[src/rtl/evo_scheduler_pkg.sv]
// ============================================================================
//  Module      : evo_scheduler_pkg
//  Description : Shared command bit indices, FSM state codes and LFSR helper
//                for the LifeGame cell-map scheduler.
//  Revision    : 1.0 - initial release
// ============================================================================
`default_nettype none

package evo_scheduler_pkg;

    // Command bit positions within envo_ctrl_cmd
    localparam int C_CMD_CLR      = 0;
    localparam int C_CMD_INC_V    = 1;
    localparam int C_CMD_DEC_V    = 2;
    localparam int C_CMD_USR_DATA = 3;
    localparam int C_CMD_USR_SET  = 4;
    localparam int C_CMD_RANDOM   = 5;
    localparam int C_CMD_PAUSE    = 6;
    localparam int C_CMD_STEP     = 7;

    // Scheduler state codes; the encoding is visible on the debug display
    typedef enum logic [2:0] {
        ST_IDLE   = 3'd0,
        ST_CLEAR  = 3'd1,
        ST_RANDOM = 3'd2,
        ST_USET   = 3'd3,
        ST_EVOLVE = 3'd4
    } state_e;

    localparam logic [15:0] C_LFSR_SEED = 16'hACE1;

    // Fibonacci LFSR step, taps 16,14,13,11 (bits 15,13,12,10), shifting left
    function automatic logic [15:0] lfsr16_next(input logic [15:0] v);
        return {v[14:0], v[15] ^ v[13] ^ v[12] ^ v[10]};
    endfunction

endpackage

`default_nettype wire

[src/rtl/evo_scheduler_lfsr16.sv]
// ============================================================================
//  Module      : lfsr16
//  Description : Free-running 16-bit Fibonacci LFSR used as the random-fill
//                bit source. Advances every clock regardless of activity.
//  Revision    : 1.0 - initial release
// ============================================================================
`default_nettype none

module lfsr16
    import evo_scheduler_pkg::*;
(
    input  logic        clk,
    input  logic        rst,
    output logic [15:0] out
);

    logic [15:0] r_lfsr_q;
    logic [15:0] w_lfsr_d;

    // Next LFSR value
    always_comb begin
        w_lfsr_d = lfsr16_next(r_lfsr_q);
    end

    // LFSR register, reseeded by reset
    always_ff @(posedge clk or posedge rst) begin
        if (rst) begin
            r_lfsr_q <= C_LFSR_SEED;
        end else begin
            r_lfsr_q <= w_lfsr_d;
        end
    end

    assign out = r_lfsr_q;

endmodule

`default_nettype wire

[src/rtl/evo_scheduler.sv]
// ============================================================================
//  Module      : evo_scheduler
//  Description : Sequencer/arbiter for the LifeGame cell map. Owns the shared
//                cell memory and grants it to clear sweep, random fill, user
//                cell write or an evolution step; paces evolution from a
//                programmable speed with pause and single-step.
//  Revision    : 1.0 - initial release
// ============================================================================
`default_nettype none

module evo_scheduler
    import evo_scheduler_pkg::*;
#(
    parameter  int MAP_WIDTH  = 16,
    parameter  int MAP_HEIGHT = 16,
    parameter  int DIV_BASE   = 1_000_000,
    parameter  int SPEED_MAX  = 7,
    localparam int AW         = $clog2(MAP_WIDTH * MAP_HEIGHT)
) (
    input  logic          clk,
    input  logic          rst,
    input  logic [7:0]    envo_ctrl_cmd,
    input  logic [6:0]    cursor_x,
    input  logic [6:0]    cursor_y,
    output logic [AW-1:0] mem_addr,
    output logic          mem_wdata,
    output logic          mem_we,
    output logic          gen_start,
    input  logic          gen_done,
    output logic [2:0]    speed,
    output logic          paused,
    output logic          busy,
    output logic [15:0]   gen_count,
    output logic [2:0]    state
);

    localparam int          C_CELLS     = MAP_WIDTH * MAP_HEIGHT;
    localparam logic [AW-1:0] C_LAST    = AW'(C_CELLS - 1);
    localparam logic [2:0]  C_SPEED_MAX = 3'(SPEED_MAX);
    localparam logic [2:0]  C_SPEED_RST = 3'd3;

    // ------------------------------------------------------------------
    // Registers and their next-state values
    // ------------------------------------------------------------------
    state_e        r_state_q,     w_state_d;
    logic          r_p_clr_q,     w_p_clr_d;
    logic          r_p_rnd_q,     w_p_rnd_d;
    logic          r_p_set_q,     w_p_set_d;
    logic          r_p_step_q,    w_p_step_d;
    logic          r_p_tick_q,    w_p_tick_d;
    logic          r_set_val_q,   w_set_val_d;
    logic [2:0]    r_speed_q,     w_speed_d;
    logic          r_paused_q,    w_paused_d;
    logic [31:0]   r_pace_q,      w_pace_d;
    logic [AW-1:0] r_addr_q,      w_addr_d;
    logic          r_wdata_q,     w_wdata_d;
    logic          r_we_q,        w_we_d;
    logic          r_gen_start_q, w_gen_start_d;
    logic          r_busy_q,      w_busy_d;
    logic [15:0]   r_gen_count_q, w_gen_count_d;

    // Flag consumption strobes raised when the FSM leaves IDLE
    logic          w_take_clr;
    logic          w_take_rnd;
    logic          w_take_set;
    logic          w_take_step;
    logic          w_take_tick;

    logic [15:0]   w_lfsr;
    logic [31:0]   w_period;
    logic          w_pace_tc;
    logic          w_cur_ok;
    logic [AW-1:0] w_cur_addr;

    lfsr16 u_lfsr16 (
        .clk (clk),
        .rst (rst),
        .out (w_lfsr)
    );

    // Cursor address and range check; out-of-map cursors never write
    always_comb begin
        w_cur_ok   = (int'(cursor_x) < MAP_WIDTH) && (int'(cursor_y) < MAP_HEIGHT);
        w_cur_addr = AW'(int'(cursor_y) * MAP_WIDTH + int'(cursor_x));
    end

    // Speed, pause and pace divider; INC/DEC/PAUSE act in every state
    always_comb begin
        w_speed_d = r_speed_q;
        if (envo_ctrl_cmd[C_CMD_INC_V] && !envo_ctrl_cmd[C_CMD_DEC_V] &&
            (r_speed_q != C_SPEED_MAX)) begin
            w_speed_d = r_speed_q + 3'd1;
        end else if (envo_ctrl_cmd[C_CMD_DEC_V] && !envo_ctrl_cmd[C_CMD_INC_V] &&
                     (r_speed_q != 3'd0)) begin
            w_speed_d = r_speed_q - 3'd1;
        end

        w_paused_d = r_paused_q ^ envo_ctrl_cmd[C_CMD_PAUSE];

        // Each step down in speed doubles the tick period
        w_period  = 32'(DIV_BASE) << (C_SPEED_MAX - r_speed_q);
        w_pace_tc = !r_paused_q && (r_pace_q == (w_period - 32'd1));

        w_pace_d = r_pace_q;
        if (w_speed_d != r_speed_q) begin
            w_pace_d = 32'd0;
        end else if (!r_paused_q) begin
            w_pace_d = w_pace_tc ? 32'd0 : (r_pace_q + 32'd1);
        end
    end

    // Scheduler FSM: next state plus the registered memory/control outputs
    always_comb begin
        w_state_d     = r_state_q;
        w_addr_d      = '0;
        w_we_d        = 1'b0;
        w_wdata_d     = 1'b0;
        w_gen_start_d = 1'b0;
        w_gen_count_d = r_gen_count_q;
        w_take_clr    = 1'b0;
        w_take_rnd    = 1'b0;
        w_take_set    = 1'b0;
        w_take_step   = 1'b0;
        w_take_tick   = 1'b0;

        case (r_state_q)
            ST_IDLE: begin
                if (r_p_clr_q) begin
                    w_take_clr    = 1'b1;
                    w_state_d     = ST_CLEAR;
                    w_we_d        = 1'b1;
                    w_gen_count_d = 16'd0;
                end else if (r_p_rnd_q) begin
                    w_take_rnd = 1'b1;
                    w_state_d  = ST_RANDOM;
                    w_we_d     = 1'b1;
                    w_wdata_d  = w_lfsr[0];
                end else if (r_p_set_q) begin
                    w_take_set = 1'b1;
                    w_state_d  = ST_USET;
                    w_we_d     = w_cur_ok;
                    w_addr_d   = w_cur_ok ? w_cur_addr : '0;
                    w_wdata_d  = w_cur_ok ? r_set_val_q : 1'b0;
                end else if (r_p_step_q || r_p_tick_q) begin
                    // A step request is consumed first; a held tick then
                    // produces its own generation afterwards
                    w_take_step   = r_p_step_q;
                    w_take_tick   = !r_p_step_q;
                    w_state_d     = ST_EVOLVE;
                    w_gen_start_d = 1'b1;
                end
            end

            ST_CLEAR, ST_RANDOM: begin
                if (r_addr_q == C_LAST) begin
                    w_state_d = ST_IDLE;
                end else begin
                    w_addr_d  = r_addr_q + AW'(1);
                    w_we_d    = 1'b1;
                    w_wdata_d = (r_state_q == ST_RANDOM) ? w_lfsr[0] : 1'b0;
                end
            end

            ST_USET: begin
                w_state_d = ST_IDLE;
            end

            ST_EVOLVE: begin
                // Memory outputs stay inactive while the engine owns the map
                if (gen_done) begin
                    w_gen_count_d = r_gen_count_q + 16'd1;
                    w_state_d     = ST_IDLE;
                end
            end

            default: begin
                w_state_d = ST_IDLE;
            end
        endcase

        w_busy_d = (w_state_d != ST_IDLE);
    end

    // Sticky pending flags; a pulse on an already-pending flag is absorbed
    always_comb begin
        w_p_clr_d   = (r_p_clr_q  | envo_ctrl_cmd[C_CMD_CLR])     & ~w_take_clr;
        w_p_rnd_d   = (r_p_rnd_q  | envo_ctrl_cmd[C_CMD_RANDOM])  & ~w_take_rnd;
        w_p_set_d   = (r_p_set_q  | envo_ctrl_cmd[C_CMD_USR_SET]) & ~w_take_set;
        w_p_step_d  = (r_p_step_q | envo_ctrl_cmd[C_CMD_STEP])    & ~w_take_step;
        // A tick landing on the consumption cycle must not be lost
        w_p_tick_d  = (r_p_tick_q & ~w_take_tick) | w_pace_tc;
        w_set_val_d = envo_ctrl_cmd[C_CMD_USR_SET] ? envo_ctrl_cmd[C_CMD_USR_DATA]
                                                   : r_set_val_q;
    end

    // State and output registers
    always_ff @(posedge clk or posedge rst) begin
        if (rst) begin
            r_state_q     <= ST_IDLE;
            r_p_clr_q     <= 1'b0;
            r_p_rnd_q     <= 1'b0;
            r_p_set_q     <= 1'b0;
            r_p_step_q    <= 1'b0;
            r_p_tick_q    <= 1'b0;
            r_set_val_q   <= 1'b0;
            r_speed_q     <= C_SPEED_RST;
            r_paused_q    <= 1'b0;
            r_pace_q      <= 32'd0;
            r_addr_q      <= '0;
            r_wdata_q     <= 1'b0;
            r_we_q        <= 1'b0;
            r_gen_start_q <= 1'b0;
            r_busy_q      <= 1'b0;
            r_gen_count_q <= 16'd0;
        end else begin
            r_state_q     <= w_state_d;
            r_p_clr_q     <= w_p_clr_d;
            r_p_rnd_q     <= w_p_rnd_d;
            r_p_set_q     <= w_p_set_d;
            r_p_step_q    <= w_p_step_d;
            r_p_tick_q    <= w_p_tick_d;
            r_set_val_q   <= w_set_val_d;
            r_speed_q     <= w_speed_d;
            r_paused_q    <= w_paused_d;
            r_pace_q      <= w_pace_d;
            r_addr_q      <= w_addr_d;
            r_wdata_q     <= w_wdata_d;
            r_we_q        <= w_we_d;
            r_gen_start_q <= w_gen_start_d;
            r_busy_q      <= w_busy_d;
            r_gen_count_q <= w_gen_count_d;
        end
    end

    assign mem_addr  = r_addr_q;
    assign mem_wdata = r_wdata_q;
    assign mem_we    = r_we_q;
    assign gen_start = r_gen_start_q;
    assign speed     = r_speed_q;
    assign paused    = r_paused_q;
    assign busy      = r_busy_q;
    assign gen_count = r_gen_count_q;
    assign state     = r_state_q;

endmodule

`default_nettype wire

[config.mk]
export PLATFORM = sky130hd
export DESIGN_NAME = evo_scheduler
export DESIGN_NICKNAME = d
export VERILOG_FILES = /design/src/rtl/evo_scheduler_pkg.sv /design/src/rtl/evo_scheduler_lfsr16.sv /design/src/rtl/evo_scheduler.sv
export SDC_FILE = /design/constraint.sdc
export NUM_CORES = 1
export LEC_CHECK = 0
export ABC_CLOCK_PERIOD_IN_PS = 3550
export BUFFER_PORTS_ARGS = -buffer_cell sky130_fd_sc_hd__buf_2
export CAP_MARGIN = 20
export CORE_MARGIN = 3
export CORE_UTILIZATION = 53
export CTS_CLUSTER_DIAMETER = 30
export CTS_CLUSTER_SIZE = 8
export DETAILED_ROUTE_END_ITERATION = 8
export HOLD_SLACK_MARGIN = 0.03
export MAX_ROUTING_LAYER = met4
export PLACE_DENSITY = 0.82
export SETUP_SLACK_MARGIN = 0.5
export SYNTH_ARGS = -nofsm -noshare
export SYNTH_HDL_FRONTEND = slang
export SYNTH_SLANG_ARGS = --single-unit
[constraint.sdc]
create_clock -name clk -period 3.55 [get_ports clk]
set_input_delay 0.355 -clock clk [delete_from_list [all_inputs] [get_ports clk]]
set_output_delay 0.355 -clock clk [all_outputs]
set_load 0.05 [all_outputs]
**Yosys cells after proc, flatten, opt, wreduce, memory -nomap -nowiden**

Cells that the tools add are included.

- Register bits: 89
- Latch bits: 0
- Bits in writable memories: 0
- ROM bits: 0
- Bits of input ports: 25
- Output and inout bits: 35
- Word-level logic and storage cells: 131
- Memories kept: 0

- Add/subtract/negate cells: 8
- Multipliers: 0
- Div/mod/pow operators: 0
- $lt $le $gt $ge: 2
- Eq/ne operators: 10
- Shift-type cells: 1
- Muxes and demuxes: 57
- Bitwise logic cells: 19
- Reduce and logical (&&, ||, !) cells: 17

Operators by type and width:

| operator | count |
|---|---|
| $mux 32 | 3 |
| $mux 8 | 5 |
| $mux 1 | 34 |
| $add 32x1->32 const B | 1 |
| $eq 32x32->1 | 1 |
| $mux 16 | 2 |
| $pmux 16 s2 | 1 |
| $shl 20x3->32 const A | 1 |
| $sub 32x1->32 const B | 1 |
| $mux 3 | 8 |
| $add 16x1->16 const B | 1 |
| $pmux 8 s2 | 1 |
| $lt 7x5->1 const B | 2 |
| $pmux 3 s3 | 1 |
| $add 8x1->8 const B | 1 |
| $add 8x7->8 | 1 |
| $eq 8x8->1 const B | 1 |
| $logic_and 1x1->1 | 6 |
| $reduce_bool 3->1 | 2 |
| $and 1x1->1 | 5 |
| $not 1->1 | 5 |
| $or 1x1->1 | 5 |
| $logic_not 1->1 | 4 |
| $ne 2x2->1 const B | 2 |
| 16 further kinds | 20 |

**Depth between registers and ports, before layout**

- Word-level depth: 9
- Mapped depth: 15
- Gate-level depth less buffers: 12

**Hierarchy**

A second synthesis with hierarchy kept.

- Cells, all modules: 591
- Area total of the unflattened synthesis: 5371.4 um^2

By module, submodules not included:

| module | instances | cells an instance | area an instance (um^2) | seq. area each (um^2) |
|---|---|---|---|---|
| evo_scheduler | 1 | 556 | 4818.4 | 1829.3 |
| lfsr16 | 1 | 35 | 553.0 | 410.4 |

**Worst setup path after synthesis**

Ideal clock, no wire load.

- Kind: register to register
- Start point: register r_speed_q[1], in the netlist speed[1]
- End point: register r_pace_q[24]
- Setup time: 0.129 ns
- Arrival: 3.644 ns
- Required time: 3.421 ns
- Path slack: -0.223 ns
- Stages on the path, launching flop included: 15
- Buffers on the path: 2
- Clock period less this slack: 3.773 ns
- Cell sequence: dfstp_2 > ha_1 > ha_1 > inv_1 > ha_1 > xor2_1 > nand4_1 > or4_1 > a211oi_2 > o2111ai_1 > or4_1 > buf_2 > buf_6 > a22oi_1 > o31ai_1

- Word-level cells in the longest chain between the ends: 8
- Elaborated cells on any way between the ends: 18
- Those cells by class: add/sub: 4; eq/ne: 4; shift: 1; mux: 5; reduce/logical: 4

Ends and longest elaborated chain:

| item | RTL line | source |
|---|---|---|
| start: declaration | evo_scheduler.sv:52 | `logic [2:0] r_speed_q, w_speed_d;` |
| start signal: assignment | evo_scheduler.sv:223 | `r_speed_q <= w_speed_d;` |
| $sub 3x3->3 | evo_scheduler.sv:101 | `w_period = 32'(DIV_BASE) << (C_SPEED_MAX - r_speed_q);` |
| $shl 20x3->32 | evo_scheduler.sv:101 |  |
| $sub 32x1->32 | evo_scheduler.sv:102 | `w_pace_tc = !r_paused_q && (r_pace_q == (w_period - 32'd1));` |
| $eq 32x32->1 | evo_scheduler.sv:102 |  |
| $logic_and 1x1->1 | evo_scheduler.sv:102 |  |
| $mux 32 | evo_scheduler.sv:108 | `w_pace_d = w_pace_tc ? 32'd0 : (r_pace_q + 32'd1);` |
| $mux 32 | evo_scheduler.sv:107 | `end else if (!r_paused_q) begin` |
| $mux 32 | evo_scheduler.sv:105 | `if (w_speed_d != r_speed_q) begin` |
| end signal: assignment | evo_scheduler.sv:225 | `r_pace_q <= w_pace_d;` |
| end: declaration | evo_scheduler.sv:54 | `logic [31:0] r_pace_q, w_pace_d;` |

Parallel ways exist; a longest one is shown, timed or not. The select of a mux whose other input is x is not followed.
A chain may end at the register's enable or synchronous reset.

**Final worst setup path**

- Start point: register r_speed_q[1], in the netlist speed[1]
- End point: register r_pace_q[15]

The elaborated chain is that of the path after synthesis.

==> impl_metrics.yaml <==
clock_network:
  clk_pin_slew_worst_paths_ns: 0.10
  cts_tree: "done"
  insertion_delay_ns: 0.36
  cts_htree_levels: 3
  root_buffer: "clkbuf_8"
  clockBufferDepth: 2
  clock-sinks: 89
  cts_buffers: 9
drt:
  dr_total_vias: 4558
  drc: 0
  drt-initial-drc-count: 304
  viasPerCell: 5.97
  drt-total-wl_mm: 12.5
  first_pass_iters: 6
  wl_per_cell_um: 16.3
  drtAntennaViolNets: 0
global_routing:
  grt_pass1_vias: 4399
  grt_pass1_wl_mm: 21.5
  antenna_found_initial: 0
  grtUsageTotal_pct: 23.8
  grt_max_degree: 46
  grt_overflow: 0
cells_and_area:
  layout-drive-gt1-share_pct: 23.7
  nets: 670
  num_antenna_cells: 0
  layoutNonFillerInstCount: 763
  utilization_pct: 65.1
  area_delta_synth_final_pct: 17.5
  num-fill-cells: 780
critical_path:
  critical_path.max_fanout: 7
  reg2regPathDepth: 12
  r2r_start: "speed[1]$_DFF_PP1_"
  cp.required_ns: 3.76
  end_kind: "flip-flop"
  rrSetupSlack_ns: 0.22
  critPathLaunchType: "flip-flop"
  r2r-end: "r_pace_q[15]$_DFFE_PP0P_"
  critical_path_class: "reg -> reg"
  critPathArrivalTime_ns: 3.54
timing:
  finalWorstSetupSlack_ns: 0.220
  final-setup-viol-count: 0
  slew_violations: 0
  slew_headroom_pct: 61.0
  max_slew.worst_pin.slew_ns: 0.582
  setup_tns_ns: 0
  worst_clock_skew_ns: 0.0171
  period_share_pct: 93.8
  hold_viol: 0
  period_minus_slack_ns: 3.33
  rsz0062_at_grt: "true"
  max_freq_mhz: 300
synthesis:
  async_reset_ff_share_pct: 100
  synth.top_cell.area_share_pct: 38.1
  synth-edff-count: 0
  yosysWarningCount: 0
  synthDistinctLibCells: 65
  ys_top_cells_by_area: "dfrtp_1 (38%), dfstp_2 (5.1%), xor2_1 (4.4%)"
  netlist_instances: 558
  ys_ff_latch: 89
  syn_nets: 599
  synth_ff_type: "dfrtp_1"
  yosysSeqAreaShare_pct: 43.1
  synth_top_area_cell: "dfrtp_1"
  synthesis.area_um2: 5190
  syn_area_per_cell_um2: 9.31
placement:
  gp_congestion: 0.983
  place_hpwl_mm: 8.50
  dp_cells: 738
  port_buffers: 59
  pre_cts_slack_ns: 0.0679
flow_run:
  max_cap_violations: 0
floorplan:
  die_x_um: 105
  start_util_pct: 55.4
  rows: 35
  top_level_ports: 60
  die_h_um: 105
  core_area_um2: 9370
  fp.dieArea_um2: 11000
power:
  p_sw_uw: 1890
  sw_frac_of_total_pct: 45.4
  leakage_uw: 0.00264
  p_int_uw: 2270
  clockPowerShare_pct: 16.7
  seq_power_share_pct: 31.4
  powerDensity_nw_per_um2: 683
  combPwrFrac_pct: 51.8
  peakVddDrop_mv: 0.374
outcome:
  status: "complete, no violations"
worst_hold_path:
  hold_path_depth: 2
  hold_end: "paused$_DFF_PP0_"
  hp-class: "in -> reg"
  hp-start: "envo_ctrl_cmd[6]"
-- flip-flops by register name, summed over array words and instances, names as in the netlist --
name,flops
paused,1
r_p_step_q,1
r_p_tick_q,1
state,3
mem_we,1
r_p_rnd_q,1
speed,3
mem_wdata,1
r_pace_q,32
mem_addr,8
gen_count,16
r_p_set_q,1
gen_start,1
r_p_clr_q,1
u_lfsr16.out,16
r_set_val_q,1
busy,1
-- layout by cell type, fill, tap and decap left out, drive strengths merged, types with 3 or more instances in the layout --
master,Yosys,layout
a211oi,4,4
a21oi,17,17
a22oi,6,6
a31oi,5,5
and3,10,10
and4,3,3
buf,13,86
clkbuf,14,9
clkinvlp,0,3
dfrtp,79,79
dfstp,10,10
ha,15,15
inv,20,22
mux2i,7,7
nand2,57,57
nand2b,7,7
nand3,35,35
nand4,24,24
nor2,56,56
nor2b,4,4
nor3,11,11
nor3b,5,5
nor4,4,4
o21ai,23,23
o311ai,16,16
o31ai,5,5
o32ai,3,3
or2,7,7
or3,10,10
or4,4,4
xnor2,24,24
xor2,26,26
-- cells by family (layout without fill, tap and decap cells) --
| family | count (synthesis) | after routing | synth area share (%) |
|---|---|---|---|
| mux | 8 | 8 | 1.57 |
| fa+ha+maj | 16 | 16 | 4.00 |
| xor+xnor | 51 | 51 | 8.87 |
| compound gates | 102 | 102 | 14.0 |
| simple gates | 245 | 245 | 24.0 |
| buf+inv | 47 | 123 | 4.41 |
| flops | 89 | 89 | 43.1 |
-- worst max path at each step --
stage	start	to	slack, ns	depth (start not counted)
2_1_floorplan	speed[1]$_DFF_PP1_	r_pace_q[22]$_DFFE_PP0P_	0.14	14
3_3_place_gp	speed[1]$_DFF_PP1_	r_pace_q[7]$_DFFE_PP0P_	0.11	11
3_5_place_dp	speed[1]$_DFF_PP1_	r_pace_q[7]$_DFFE_PP0P_	0.07	13
4_1_cts	speed[0]$_DFF_PP1_	r_pace_q[15]$_DFFE_PP0P_	0.29	13
5_1_grt	speed[0]$_DFF_PP1_	r_pace_q[3]$_DFFE_PP0P_	0.09	13
6_report	speed[1]$_DFF_PP1_	r_pace_q[15]$_DFFE_PP0P_	0.22	12
-- cell type report --
class / instances / area (um^2) / area share [%]
flip-flops and latches: 89 / 2250 / 36.9
multi-input cells: 422 / 2850 / 46.7
well taps: 129 / 161 / 2.65
clock buffers: 9 / 124 / 2.03
clock inverters: 7 / 72.6 / 1.19
repair buffers: 87 / 559 / 9.17
inverters: 20 / 86.3 / 1.42
-- power by group through the flow --
stage                     Sequential, uW  Clock (uW)  Combinational, uW
after floorplan                     1480           0               1340
after global placement              1330           0               1910
after detailed placement            1340           0               1930
after CTS                           1300         708               2110
after global routing                1330         746               2330
final                               1310         697               2160
-- synth_stat cells, drive strengths merged, types with 11 or more instances --
| master | count |
|---|---|
| nand3 | 35 |
| ha | 15 |
| xor2 | 26 |
| nor2 | 56 |
| clkbuf | 14 |
| nand4 | 24 |
| o311ai | 16 |
| a21oi | 17 |
| dfrtp | 79 |
| nor3 | 11 |
| nand2 | 57 |
| xnor2 | 24 |
| o21ai | 23 |
| buf | 13 |
| inv | 20 |
-- worst max-delay path: stages (launching register included) --
cell and delay, ns:
dfstp_4 0.69, inv_4 0.08, ha_1 0.21, buf_4 0.17
nor4_2 0.21, a21oi_1 0.14, or2_2 0.31, a221oi_2 0.30
o2111ai_1 0.15, or4_4 0.53, nand2_4 0.16, buf_6 0.14
o311ai_2 0.11
-- metrics by stage --
step / instance area, um^2 / total power [uW] / hold slack, ns
after floorplan: 5290 / 2820 / 0.331
after global placement: 5710 / 3240 / 0.336
after detailed placement: 5710 / 3270 / 0.341
after CTS: 6090 / 4120 / 0.162
after global routing: 6100 / 4400 / 0.160
final: 6100 / 4160 / 0.175
-- layer usage --
| metal | vias up | global-route usage (%) | part of all wire [%] |
|---|---|---|---|
| met5 | - | - | 0 |
| met4 | 0 | 6.94 | 1.6 |
| met3 | 24 | 4.39 | 5.0 |
| met2 | 147 | 37.5 | 49 |
| met1 | 2239 | 31.7 | 45 |
| li1 | 2148 | - | - |
-- timing repair --
action | 4_1_cts | 5_1_grt
hold endpoints to repair | 23 | 0
pin swaps | 7 | 1
hold buffers | 1 | 0
endpoints found under the setup margin | 26 | 26
resized for setup | 23 | 2
buffers inserted | 7 | 0
cloned | 1 | 0
Note: power is estimated with default switching activity, not from simulation.
